[config.mk]
export PLATFORM = sky130hd
export DESIGN_NAME = dsp_mac_pipeline_flat
export DESIGN_NICKNAME = d
export VERILOG_FILES = /design/src/rtl/dsp_mac_if.sv /design/src/rtl/dsp_mac_pipeline.sv /design/src/flat_wrapper.sv
export SDC_FILE = /design/constraint.sdc
export NUM_CORES = 1
export LEC_CHECK = 0
export ABC_AREA = 1
export ABC_CLOCK_PERIOD_IN_PS = 6900
export BUFFER_PORTS_ARGS = -buffer_cell sky130_fd_sc_hd__buf_2
export CELL_PAD_IN_SITES_DETAIL_PLACEMENT = 1
export CELL_PAD_IN_SITES_GLOBAL_PLACEMENT = 1
export CORE_ASPECT_RATIO = 1.75
export CORE_UTILIZATION = 47
export CTS_BUF_LIST = sky130_fd_sc_hd__clkbuf_16
export DETAILED_ROUTE_END_ITERATION = 10
export HOLD_SLACK_MARGIN = 0.12
export PLACE_DENSITY = 0.85
export SLEW_MARGIN = 20
export SYNTH_ARGS = -nofsm -noshare
export SYNTH_HDL_FRONTEND = slang
export SYNTH_SLANG_ARGS = --single-unit
[constraint.sdc]
create_clock -name CLK -period 6.9 [get_ports CLK]
set_input_delay 0.69 -clock CLK [delete_from_list [all_inputs] [get_ports CLK]]
set_output_delay 0.69 -clock CLK [all_outputs]
set_load 0.02 [all_outputs]
[src/rtl/dsp_mac_if.sv]
// dsp_mac_if: operand/control and accumulator result bundle for dsp_mac_pipeline.
interface dsp_mac_if #(
    parameter int A_WIDTH   = 18,
    parameter int B_WIDTH   = 18,
    parameter int ACC_WIDTH = 48,
    parameter int CNT_WIDTH = 16
);
    logic                        CE;
    logic                        IN_VALID;
    logic signed [A_WIDTH-1:0]   A;
    logic signed [B_WIDTH-1:0]   B;
    logic                        SUB;
    logic                        CLR_ACC;
    logic                        OUT_VALID;
    logic signed [ACC_WIDTH-1:0] ACC_OUT;
    logic                        DUMP;
    logic                        CARRYOUT;
    logic                        OVF;
    logic [CNT_WIDTH-1:0]        SAMPLE_CNT;
    modport master (output CE, IN_VALID, A, B, SUB, CLR_ACC,
                    input  OUT_VALID, ACC_OUT, DUMP, CARRYOUT, OVF, SAMPLE_CNT);
    modport slave  (input  CE, IN_VALID, A, B, SUB, CLR_ACC,
                    output OUT_VALID, ACC_OUT, DUMP, CARRYOUT, OVF, SAMPLE_CNT);
endinterface

[src/rtl/dsp_mac_pipeline.sv]
// dsp_mac_pipeline: 3-stage signed multiply-accumulate with add/sub, clear, auto-dump and carry/overflow flags.
module dsp_mac_pipeline #(
    parameter int A_WIDTH   = 18,
    parameter int B_WIDTH   = 18,
    parameter int ACC_WIDTH = 48,
    parameter int ACC_LEN   = 0,
    parameter int CNT_WIDTH = 16
) (
    input logic     CLK,
    input logic     RST,
    dsp_mac_if.slave bus
);
    localparam int PW = A_WIDTH + B_WIDTH;
    localparam logic [CNT_WIDTH-1:0] LEN = CNT_WIDTH'(ACC_LEN);
    logic signed [A_WIDTH-1:0]   a1_q, a1_d;
    logic signed [B_WIDTH-1:0]   b1_q, b1_d;
    logic                        sub1_q, sub1_d, clr1_q, clr1_d, v1_q, v1_d;
    logic signed [PW-1:0]        p2_q, p2_d;
    logic                        sub2_q, sub2_d, clr2_q, clr2_d, v2_q, v2_d;
    logic signed [ACC_WIDTH-1:0] acc_q, acc_d;
    logic [CNT_WIDTH-1:0]        cnt_q, cnt_d;
    logic                        out_valid_q, out_valid_d, dump_q, dump_d;
    logic                        carry_q, carry_d, ovf_q, ovf_d, pend_q, pend_d;
    logic signed [ACC_WIDTH-1:0] e, t;
    logic [ACC_WIDTH:0]          sum;
    logic [CNT_WIDTH-1:0]        cnt_nx;
    logic                        restart, dump_nx, ovf_now;
    // pend_q remembers a dump across bubbles so the next valid sample restarts the sum
    always_comb begin
        a1_d        = bus.A;
        b1_d        = bus.B;
        sub1_d      = bus.SUB;
        clr1_d      = bus.CLR_ACC;
        v1_d        = bus.IN_VALID;
        p2_d        = PW'(a1_q) * PW'(b1_q);
        sub2_d      = sub1_q;
        clr2_d      = clr1_q;
        v2_d        = v1_q;
        e           = ACC_WIDTH'(p2_q);
        t           = sub2_q ? -e : e;
        restart     = clr2_q | pend_q;
        sum         = {1'b0, acc_q} + {1'b0, t};
        ovf_now     = (acc_q[ACC_WIDTH-1] == t[ACC_WIDTH-1]) && (sum[ACC_WIDTH-1] != acc_q[ACC_WIDTH-1]);
        cnt_nx      = restart ? CNT_WIDTH'(1) : cnt_q + CNT_WIDTH'(1);
        dump_nx     = (ACC_LEN != 0) && (cnt_nx == LEN);
        acc_d       = v2_q ? (restart ? t : sum[ACC_WIDTH-1:0]) : acc_q;
        cnt_d       = v2_q ? cnt_nx : cnt_q;
        carry_d     = v2_q ? (!restart && sum[ACC_WIDTH]) : carry_q;
        ovf_d       = v2_q ? (!restart && (ovf_q || ovf_now)) : ovf_q;
        dump_d      = v2_q && dump_nx;
        pend_d      = v2_q ? dump_nx : pend_q;
        out_valid_d = v2_q;
    end
    always_ff @(posedge CLK or posedge RST) begin
        if (RST) begin
            a1_q        <= '0;
            b1_q        <= '0;
            sub1_q      <= 1'b0;
            clr1_q      <= 1'b0;
            v1_q        <= 1'b0;
            p2_q        <= '0;
            sub2_q      <= 1'b0;
            clr2_q      <= 1'b0;
            v2_q        <= 1'b0;
            acc_q       <= '0;
            cnt_q       <= '0;
            carry_q     <= 1'b0;
            ovf_q       <= 1'b0;
            dump_q      <= 1'b0;
            pend_q      <= 1'b0;
            out_valid_q <= 1'b0;
        end else if (bus.CE) begin
            a1_q        <= a1_d;
            b1_q        <= b1_d;
            sub1_q      <= sub1_d;
            clr1_q      <= clr1_d;
            v1_q        <= v1_d;
            p2_q        <= p2_d;
            sub2_q      <= sub2_d;
            clr2_q      <= clr2_d;
            v2_q        <= v2_d;
            acc_q       <= acc_d;
            cnt_q       <= cnt_d;
            carry_q     <= carry_d;
            ovf_q       <= ovf_d;
            dump_q      <= dump_d;
            pend_q      <= pend_d;
            out_valid_q <= out_valid_d;
        end
    end
    assign bus.OUT_VALID  = out_valid_q;
    assign bus.ACC_OUT    = acc_q;
    assign bus.DUMP       = dump_q;
    assign bus.CARRYOUT   = carry_q;
    assign bus.OVF        = ovf_q;
    assign bus.SAMPLE_CNT = cnt_q;
endmodule

[src/flat_wrapper.sv]
// flat-port wrapper written by rule: the top's interface ports become plain ports
module dsp_mac_pipeline_flat 
#(
    parameter int A_WIDTH   = 18,
    parameter int B_WIDTH   = 18,
    parameter int ACC_WIDTH = 48,
    parameter int ACC_LEN   = 0,
    parameter int CNT_WIDTH = 16
)
  (CLK, RST, bus_CE, bus_IN_VALID, bus_A, bus_B, bus_SUB, bus_CLR_ACC, bus_OUT_VALID, bus_ACC_OUT, bus_DUMP, bus_CARRYOUT, bus_OVF, bus_SAMPLE_CNT);
  dsp_mac_if #(.A_WIDTH(A_WIDTH), .B_WIDTH(B_WIDTH), .ACC_WIDTH(ACC_WIDTH), .CNT_WIDTH(CNT_WIDTH)) bus_i ();
  input logic CLK;
  input logic RST;
  input wire logic [$bits(bus_i.CE)-1:0] bus_CE;
  input wire logic [$bits(bus_i.IN_VALID)-1:0] bus_IN_VALID;
  input wire logic [$bits(bus_i.A)-1:0] bus_A;
  input wire logic [$bits(bus_i.B)-1:0] bus_B;
  input wire logic [$bits(bus_i.SUB)-1:0] bus_SUB;
  input wire logic [$bits(bus_i.CLR_ACC)-1:0] bus_CLR_ACC;
  output wire logic [$bits(bus_i.OUT_VALID)-1:0] bus_OUT_VALID;
  output wire logic [$bits(bus_i.ACC_OUT)-1:0] bus_ACC_OUT;
  output wire logic [$bits(bus_i.DUMP)-1:0] bus_DUMP;
  output wire logic [$bits(bus_i.CARRYOUT)-1:0] bus_CARRYOUT;
  output wire logic [$bits(bus_i.OVF)-1:0] bus_OVF;
  output wire logic [$bits(bus_i.SAMPLE_CNT)-1:0] bus_SAMPLE_CNT;
  assign bus_i.CE = bus_CE;
  assign bus_i.IN_VALID = bus_IN_VALID;
  assign bus_i.A = bus_A;
  assign bus_i.B = bus_B;
  assign bus_i.SUB = bus_SUB;
  assign bus_i.CLR_ACC = bus_CLR_ACC;
  assign bus_OUT_VALID = bus_i.OUT_VALID;
  assign bus_ACC_OUT = bus_i.ACC_OUT;
  assign bus_DUMP = bus_i.DUMP;
  assign bus_CARRYOUT = bus_i.CARRYOUT;
  assign bus_OVF = bus_i.OVF;
  assign bus_SAMPLE_CNT = bus_i.SAMPLE_CNT;
  dsp_mac_pipeline #(.A_WIDTH(A_WIDTH), .B_WIDTH(B_WIDTH), .ACC_WIDTH(ACC_WIDTH), .ACC_LEN(ACC_LEN), .CNT_WIDTH(CNT_WIDTH)) u_core (.CLK(CLK), .RST(RST), .bus(bus_i));
endmodule
==> results of run 1 <==
how the worst max path moves through the flow:
| stage | startpoint | to | slack [ns] | cells past startpoint |
|---|---|---|---|---|
| final | u_core.b1_q[12]$_DFFE_PP0P_ | u_core.p2_q[34]$_DFFE_PP0P_ | 0.19 | 23 |
| after floorplan | u_core.b1_q[7]$_DFFE_PP0P_ | u_core.p2_q[27]$_DFFE_PP0P_ | 0.93 | 23 |
| after CTS | u_core.b1_q[6]$_DFFE_PP0P_ | u_core.p2_q[30]$_DFFE_PP0P_ | 0.17 | 20 |
| after global placement | u_core.b1_q[6]$_DFFE_PP0P_ | u_core.p2_q[30]$_DFFE_PP0P_ | 0.13 | 20 |
| after global routing | u_core.a1_q[17]$_DFFE_PP0P_ | u_core.p2_q[30]$_DFFE_PP0P_ | 0.02 | 24 |
| after detailed placement | u_core.b1_q[6]$_DFFE_PP0P_ | u_core.p2_q[30]$_DFFE_PP0P_ | -0.10 | 20 |
layout make-up:
class	count	area share
clock buffers	17	0.01631
clock inverters	15	0.005470
inverters	883	0.1273
multi-input cells	2334	0.6412
flip-flops and latches	145	0.1393
well taps	666	0.03195
repair buffers	169	0.03838
through the flow:
step / utilization / hold WS [ns] / cells / TNS (ns) / setup WS, ns
6_report: 0.5154 / 0.4018 / 4229 / 0 / 0.1942
5_1_grt: 0.5154 / 0.4122 / 4229 / 0 / 0.02347
4_1_cts: 0.5152 / 0.3946 / 4229 / 0 / 0.1746
3_5_place_dp: 0.5039 / 0.4699 / 4197 / -0.1363 / -0.1027
3_3_place_gp: 0.5039 / 0.4580 / 4197 / 0 / 0.1301
2_1_floorplan: - / 0.4422 / 3472 / 0 / 0.9255
worst register-to-register path, delay by kind of cell, from the launching register on:
family,cells,cell delay [ns]
flops,1,0.81
buf+inv,7,0.80
fa+ha+maj,7,3.81
simple gates,9,1.18
layout by cell type, fill, tap and decap left out, types with 4 or more instances in the layout:
cell / instances
nor2_1: 207
o21ai_1: 7
a21boi_0: 4
buf_4: 62
ha_1: 143
nand4_1: 38
nor3_2: 5
inv_1: 873
nand2_1: 1021
nor2_4: 6
nor2_2: 8
clkbuf_16: 17
nand3b_1: 9
nor4_1: 4
xor2_1: 33
xnor2_1: 12
a21o_1: 7
inv_6: 7
nand3_1: 152
o211ai_1: 5
a22oi_1: 6
a31oi_1: 5
a21oi_1: 121
dfrtp_1: 141
nor3_1: 30
clkinv_1: 5
dfrtp_2: 4
or2_2: 10
o21bai_1: 10
o21a_1: 6
nand2_2: 8
buf_2: 107
o21ai_0: 108
inv_8: 4
o22ai_1: 13
fa_1: 329
logic make-up after synthesis:
group	count (synthesis)	synth area share
other	1	0.0001558
flip-flops	145	0.1507
AO/OA/AOI/OAI	303	0.07005
adder cells (fa/ha/maj)	473	0.3487
buffers and inverters	993	0.1553
XOR/XNOR	45	0.01637
AND/OR/NAND/NOR	1512	0.2587
routing by layer:
layer | vias up | global-route usage
met1 | 11360 | 0.3244
li1 | 10430 | -
met5 | - | 0
met4 | 0 | 0.3228
met2 | 713 | 0.7195
met3 | 392 | 0.03719
registers in the layout (all words and copies together) (netlist names):
signal,cells
u_core.bus.ACC_OUT,48
u_core.p2_q,36
u_core.a1_q,18
u_core.b1_q,18
u_core.bus.SAMPLE_CNT,16
u_core.bus.CARRYOUT,1
u_core.bus.OUT_VALID,1
u_core.bus.OVF,1
u_core.clr1_q,1
u_core.clr2_q,1
u_core.out_valid_d,1
u_core.sub1_q,1
u_core.sub2_q,1
u_core.v1_q,1
==> reports/metrics.cfg, run 1 <==
[logic_synthesis]
synth_edf_count = 0
ys_warn_count = 0
synth_commonest_cells = 1021 x nand2_1, 874 x inv_1, 330 x fa_1
ys_async_sr_fraction = 1.000
synth.most_common_cell = nand2_1
synth_area_leader_cell = fa_1
syn_nets = 3987
ys_seq_area_frac = 0.1507
synthCells = 3472
synth_seq_cells = 145
synth_cell_types = 52
synthTopCellsByArea = fa_1 27%, nand2_1 16%, dfrtp_1 15%, inv_1 14%, ha_1 7.4%
synth_top_area_share = 0.2744
syn_area_sq_um = 24080
ys.flop_type = dfrtp_1
syn_avg_cell_area_sq_um = 6.935

[setup_path]
crit_path_start_kind = register
crit_chain = buf_4 -> nand2_1 -> inv_1 -> fa_1 -> fa_1 -> inv_1 -> fa_1 -> inv_1 -> fa_1 -> fa_1 -> inv_1 -> fa_1 -> inv_1 -> ha_1 -> nand2_1 -> inv_1 -> nand3_1 -> nor3_1 -> nor2_1 -> nand2_1 -> nand2_1 -> nand3_1 -> nand2_1
cp_num_buf_inv = 7
cp.required_ns = 7.28
crit_arrival_ns = 7.09
worstSetupPathType = register to register
cp_slowest_stage_delay_ns = 0.81
reg2reg_to = u_core.p2_q[34]$_DFFE_PP0P_
path_delay_family = adder cells
ff2ff_path_depth = 23
critPathCaptureType = register
timing.rr.start = u_core.b1_q[12]$_DFFE_PP0P_
rrSetupSlack_ns = 0.19
cp_slowest_cell = dfrtp_1
worstPathMaxFanout = 14

[detailed_routing]
ant_nets = 0
wirelength_mm = 92.20
met2_length_mm = 50.85
drt_iter0_drc = 1086
top_layer_used = met4
wl_per_cell_um = 21.80
drc = 0
wl_met1_mm = 29.50
avgViaCountPerCell = 5.414
vias = 22890
wl_met3_mm = 2.787
dr.pass1.iters = 5

[floorplan]
ios = 110
die_h_um = 301.4
initial_core_util = 0.4759
die_area_sq_um = 52170
fp.dieW_um = 173.1
coreArea_sq_um = 50600
rows = 109

[timing]
drv_slew = 0
relSlewSlack = 0.3085
rsz0062_at_grt = false
fmax_mhz = 149.1
fin_crit_sh = 0.9719
tightest_slew_ns = 1.036
setup_violations = 0
clock_skew_ns = 0.01727
hold_viol_final = 0
period_needed_ns = 6.706

[clock_tree]
postCtsHoldBufs = 0
clkTransAtPathRegs_ns = 0.08
ctsResizeCount = 3
htreeDepth = 4
clk_latency_ns = 0.49
cts_buffers = 17
cts.path.max_buffers = 2
cts_sinks = 145
postCtsSetupBuffers = 0
cts_tree = yes
root_buffer = clkbuf_16

[place]
hpwl_mm = 77.22
io_buffers = 108
dpl_cell_area_sq_um = 25500
gp_congestion = 1.024

[global_routing]
grt_overflow_total = 0
grt_first_pass_wirelength_mm = 143.1
grt_pass1_vias = 26450
grt_usage = 0.3650
grt_max_degree = 96
antenna_found_initial = 0

[final_layout]
drive_above_1_share = 0.07213
final_area_sq_um = 26080
area.growth.synth_to_final_pct = 8.309
fin_nets = 4065
regArea_sq_um = 3633
num_antenna_cells = 0
fillers = 6725
multiInputGateArea_sq_um = 16720

[worst_hold_path]
hold_path.class = primary input to asynchronous set/reset pin

[run]
maxCapViolCount = 0

[outcome]
status = finished, final reports clean

Power of run 1 is left out: the tool's default activity adds up to more than one toggle a clock period on the data nets, which glitch-free logic cannot reach.
==> inputs of run 2 (changes only) <==
--- a/config.mk
+++ b/config.mk
@@ -5,13 +5,12 @@
 export SDC_FILE = /design/constraint.sdc
 export NUM_CORES = 1
 export LEC_CHECK = 0
-export ABC_AREA = 1
 export ABC_CLOCK_PERIOD_IN_PS = 6900
 export BUFFER_PORTS_ARGS = -buffer_cell sky130_fd_sc_hd__buf_2
 export CELL_PAD_IN_SITES_DETAIL_PLACEMENT = 1
 export CELL_PAD_IN_SITES_GLOBAL_PLACEMENT = 1
 export CORE_ASPECT_RATIO = 1.75
-export CORE_UTILIZATION = 47
+export CORE_UTILIZATION = 50
 export CTS_BUF_LIST = sky130_fd_sc_hd__clkbuf_16
 export DETAILED_ROUTE_END_ITERATION = 10
 export HOLD_SLACK_MARGIN = 0.12
==> run 2 against run 1 <==
Compared with the run above:
- cell area shrank 10%
- clock-buffer cell count is the same
- non-clock buffer count shrank 6
- via count shrank 25%
- critical endpoint unchanged
- synthesized cell count shrank 31%
- sequential cell count is the same
- highest routed layer unchanged
- clock skew grew 0.0074 ns
- core utilization grew 3.5 points
- register-to-register slack is essentially flat
- wire length shrank 29%
- hold slack lost 0.0080 ns
==> reports/metrics.cfg, run 2 <==
[timing]
hold_viol_final = 0
clock_skew_ns = 0.02465
fin_crit_sh = 0.9740
tightest_slew_ns = 1.032
tns_ns = 0
setup_violations = 0
fmax_mhz = 148.8
period_needed_ns = 6.720
drv_slew = 0
relSlewSlack = 0.3123

[setup_path]
cp_slowest_cell = dfrtp_1
cp.required_ns = 7.23
rrSetupSlack_ns = 0.18
crit_chain = buf_4 -> nand2_1 -> fa_1 -> inv_1 -> ha_1 -> ha_1 -> inv_1 -> fa_1 -> inv_1 -> fa_1 -> inv_1 -> fa_1 -> inv_1 -> ha_1 -> a21oi_1 -> o21ai_0 -> a221o_1 -> o21ai_2 -> o211ai_1 -> nand3_1 -> nand3b_1 -> a41oi_1 -> xnor2_1 -> mux2_2
worstPathMaxFanout = 12
crit_top_cell = inv_1
crit_path_start_kind = register
cp_num_buf_inv = 6
critPathCaptureType = register
path_delay_family = adder cells
crit_arrival_ns = 7.05
cp_slowest_stage_delay_ns = 0.62
worstSetupPathType = register to register

[clock_tree]
clk_latency_ns = 0.47
clkTransAtPathRegs_ns = 0.08
cts_sinks = 145
cts_buffers = 17
root_buffer = clkbuf_16
cts_tree = yes
postCtsHoldBufs = 0
htreeDepth = 4
cts.path.max_buffers = 2

[floorplan]
fp.dieW_um = 159.0
ios = 110
die_h_um = 276.8
coreArea_sq_um = 42540
initial_core_util = 0.5071
rows = 100
die_area_sq_um = 44010

[final_layout]
layout_commonest_cell = inv_1
fin_nets = 2968
area.growth.synth_to_final_pct = 8.474
largest_reg_flops = 48
utilization = 0.5501
final_area_sq_um = 23400
num_antenna_cells = 0
drive_above_1_share = 0.1249
layout_common_cells = 425 x inv_1, 329 x fa_1, 262 x nand2_1, 162 x and2_1, 143 x ha_1

[detailed_routing]
wirelength_mm = 65.71
drc = 0
dr.pass1.iters = 5
vias = 17220
avgViaCountPerCell = 5.689
drt_iter0_drc = 718
wl_per_cell_um = 21.71
ant_nets = 0

[logic_synthesis]
syn_nets = 2904
syn_avg_cell_area_sq_um = 9.030
synthTopCellsByArea = fa_1 31%, dfrtp_1 17%, ha_1 8.3%, inv_1 7.4%, and2_1 4.7%
synth_cell_types = 73
syn_area_sq_um = 21570
synth_edf_count = 0
ys_seq_area_frac = 0.1682
synth_commonest_cells = 426 x inv_1, 330 x fa_1, 264 x nand2_1
ys.flop_type = dfrtp_1
ys_async_sr_fraction = 1.000
synth_seq_cells = 145
synth.most_common_cell = inv_1
synthCells = 2389
ys_warn_count = 0
synth_area_leader_cell = fa_1
synth_top_area_share = 0.3062

[worst_hold_path]
hold_path.class = primary input to asynchronous set/reset pin

[place]
dpl_cell_area_sq_um = 22740
hpwl_mm = 52.90
gp_congestion = 0.9913
io_buffers = 108

[global_routing]
grt_usage = 0.3062
grt_first_pass_wirelength_mm = 104.7
grt_pass1_vias = 20010
grt_max_degree = 85
antenna_found_initial = 0
grt_overflow_total = 0

[run]
maxCapViolCount = 0

[outcome]
status = finished, final reports clean

-- run 2: stage by stage --
step	instances	hold slack [ns]	worst slack [ns]
2_1_floorplan	2389	0.4492	0.5746
3_3_place_gp	2989	0.4696	0.1014
3_5_place_dp	2989	0.4830	-0.1312
4_1_cts	3020	0.4275	0.03541
5_1_grt	3026	0.4580	-0.01014
6_report	3026	0.3938	0.1797
-- run 2: kinds of logic after synthesis --
logic type | count (synthesis) | synth area share
mux | 79 | 0.04077
simple gates | 672 | 0.1520
buf+inv | 545 | 0.09558
compound gates | 355 | 0.1058
other cells | 1 | 0.0001738
fa+ha+maj | 473 | 0.3892
flops | 145 | 0.1682
xor+xnor | 119 | 0.04831
-- run 2: routing by layer --
metal	routed length, um	vias to the layer above	GRT usage	share of wire
met5	0	-	0	0
met4	3984	0	0.1731	0.061
met3	1800	224	0.02965	0.027
met2	36900	453	0.6073	0.56
met1	23030	8879	0.3047	0.35
li1	-	7659	-	-
-- run 2: path summary, 6_finish.rpt --
check                                           startpoint                                end  cells after the start
max in group asynchronous                              RST        u_core.a1_q[17]$_DFFE_PP0P_                      3
worst min-delay path                                   RST  u_core.bus.ACC_OUT[6]$_DFFE_PP0P_                      2
worst max-delay path            u_core.b1_q[9]$_DFFE_PP0P_        u_core.p2_q[34]$_DFFE_PP0P_                     24
min in group CLK                                 bus_A[10]        u_core.a1_q[10]$_DFFE_PP0P_                      2
worst max register to register  u_core.b1_q[9]$_DFFE_PP0P_        u_core.p2_q[34]$_DFFE_PP0P_                     24
worst min register to register   u_core.clr1_q$_DFFE_PP0P_          u_core.clr2_q$_DFFE_PP0P_                      2
-- run 2: layout make-up --
cell class	instances	area, sq um
fillers	4978	19140
multi-input cells	1699	15910
flip-flops and latches	145	3655
inverters	427	1612
repair buffers	163	955.9
well taps	561	701.9
clock buffers	17	425.4
clock inverters	14	140.1
-- run 2: timing repair --
action	in CTS	in global routing
gates resized for setup	4	23
setup buffers	0	6
endpoints found under the setup margin	4	6
endpoints found under the hold margin	0	0
pin swaps	0	0
Power of run 2 is left out for the same reason.
==> inputs of run 3 (changes only) <==
--- a/config.mk
+++ b/config.mk
@@ -15,6 +15,7 @@
 export DETAILED_ROUTE_END_ITERATION = 10
 export HOLD_SLACK_MARGIN = 0.12
 export PLACE_DENSITY = 0.85
+export SETUP_SLACK_MARGIN = 0.2
 export SLEW_MARGIN = 20
 export SYNTH_ARGS = -nofsm -noshare
 export SYNTH_HDL_FRONTEND = slang
==> run 3 against run 2 <==
Compared with the run above:
- wire length grew 1.5%
- largest cell class unchanged
- clock skew up 0.0030 ns
- global-route usage is 0.075 points higher
==> reports/metrics.cfg, run 3 (same netlist as run 2, synthesis figures left out) <==
[outcome]
status = finished, final reports clean

[floorplan]
die_area_sq_um = 44010
die_h_um = 276.8
rows = 100
coreArea_sq_um = 42540
fp.dieW_um = 159.0
ios = 110
initial_core_util = 0.5071

[global_routing]
grt_first_pass_wirelength_mm = 104.9
grt_usage = 0.3069
grt_overflow_total = 0
antenna_found_initial = 0
grt_max_degree = 85
grt_pass1_vias = 20070

[detailed_routing]
wl_met1_mm = 23.48
vias = 17340
met2_length_mm = 37.39
avgViaCountPerCell = 5.698
drt_iter0_drc = 773
wirelength_mm = 66.69
wl_met3_mm = 1.820
wl_per_cell_um = 21.91
drc = 0
dr.pass1.iters = 5
top_layer_used = met4
ant_nets = 0

[setup_path]
crit_arrival_ns = 6.94
worstPathMaxFanout = 7
cp.required_ns = 7.19
crit_path_start_kind = register
critPathCaptureType = register
worstSetupPathType = register to register

[clock_tree]
cts_tree = yes
cts_buffers = 17
clkTransAtPathRegs_ns = 0.07
clk_latency_ns = 0.47
htreeDepth = 4
cts.path.max_buffers = 2
root_buffer = clkbuf_16
cts_sinks = 145

[final_layout]
fin_cells = 3044
fin_nets = 2986
largest_reg_flops = 48
num_antenna_cells = 0
layout_commonest_cell = inv_1
area.growth.synth_to_final_pct = 9.610
fillers = 4954
drive_above_1_share = 0.1410
layout_common_cells = 423 x inv_1, 328 x fa_1, 261 x nand2_1, 162 x and2_1, 141 x ha_1

[timing]
fin_crit_sh = 0.9634
clock_skew_ns = 0.02764
hold_viol_final = 0
tightest_slew_ns = 1.035
relSlewSlack = 0.3099
setup_violations = 0
rsz0062_at_grt = true
fmax_mhz = 150.4
period_needed_ns = 6.648
drv_slew = 0

[run]
maxCapViolCount = 0

[worst_hold_path]
hold_path.class = primary input to asynchronous set/reset pin

[place]
gp_congestion = 0.9913
hpwl_mm = 52.90
io_buffers = 108
place_inst = 2989

==> run 3: cell types whose count changed in the layout (fill, tap and decap cells not counted), sizes merged <==
cell and delta:
inv -1, clkinvlp +1, buf +18
==> run 3: path summary, 6_finish.rpt <==
kind	from	endpoint	slack, ns	cells past startpoint
min in group CLK	bus_A[10]	u_core.a1_q[10]$_DFFE_PP0P_	0.45	2
worst min register to register	u_core.clr1_q$_DFFE_PP0P_	u_core.clr2_q$_DFFE_PP0P_	0.49	2
worst max-delay path	u_core.b1_q[7]$_DFFE_PP0P_	u_core.p2_q[35]$_DFFE_PP0P_	0.25	27
worst min-delay path	RST	u_core.bus.ACC_OUT[6]$_DFFE_PP0P_	0.39	2
worst max register to register	u_core.b1_q[7]$_DFFE_PP0P_	u_core.p2_q[35]$_DFFE_PP0P_	0.25	27
max in group asynchronous	RST	u_core.a1_q[17]$_DFFE_PP0P_	5.01	3
==> run 3: layout make-up <==
cell class	instances	area (sq um)	area share
timing repair buffer	181	1114	0.04709
clock buffer	17	425.4	0.01799
inverter	427	1615	0.06831
multi-input combinational	1699	15980	0.6758
clock inverter	14	140.1	0.005926
sequential	145	3670	0.1552
tap	561	701.9	0.02968
==> run 3: per-stage QoR <==
stage | hold slack, ns | util | setup slack [ns] | setup TNS (ns) | area (sq um)
2_1_floorplan | 0.4492 | - | 0.5746 | 0 | 21570
3_3_place_gp | 0.4696 | 0.5344 | 0.1014 | 0 | 22740
3_5_place_dp | 0.4830 | 0.5344 | -0.1312 | -0.2309 | 22740
4_1_cts | 0.4274 | 0.5485 | 0.2021 | 0 | 23330
5_1_grt | 0.4561 | 0.5559 | 0.07412 | 0 | 23650
6_report | 0.3944 | 0.5559 | 0.2522 | 0 | 23650
==> run 3: repair_timing <==
item | CTS | global route
hold endpoints to repair | 0 | 0
gates resized for setup | 15 | 39
endpoints found under the setup margin | 8 | 9
hold buffers | 0 | 0
setup buffers | 0 | 24
pin swaps | 0 | 3
==> run 3: critical path, cell delays in order, from the launching register on <==
cell	delay, ns
dfrtp_2	0.47
buf_2	0.19
buf_4	0.14
and2_1	0.17
fa_1	0.53
inv_1	0.08
fa_1	0.48
inv_1	0.09
ha_1	0.15
inv_1	0.06
fa_1	0.56
inv_1	0.07
fa_1	0.48
inv_1	0.06
fa_1	0.53
inv_1	0.04
ha_1	0.39
nand3_1	0.17
nor2_2	0.18
o31ai_4	0.10
a311oi_1	0.48
buf_4	0.22
o2111ai_2	0.15
nand2_2	0.15
a221oi_4	0.08
o21ai_0	0.23
xnor2_1	0.14
a21oi_1	0.08
==> run 3: per-layer routing <==
layer | track usage | vias up
li1 | - | 7714
met1 | 0.3055 | 8936
met2 | 0.6068 | 468
met3 | 0.03220 | 226
met4 | 0.1733 | 0
met5 | 0 | -
Power of run 3 is left out for the same reason.
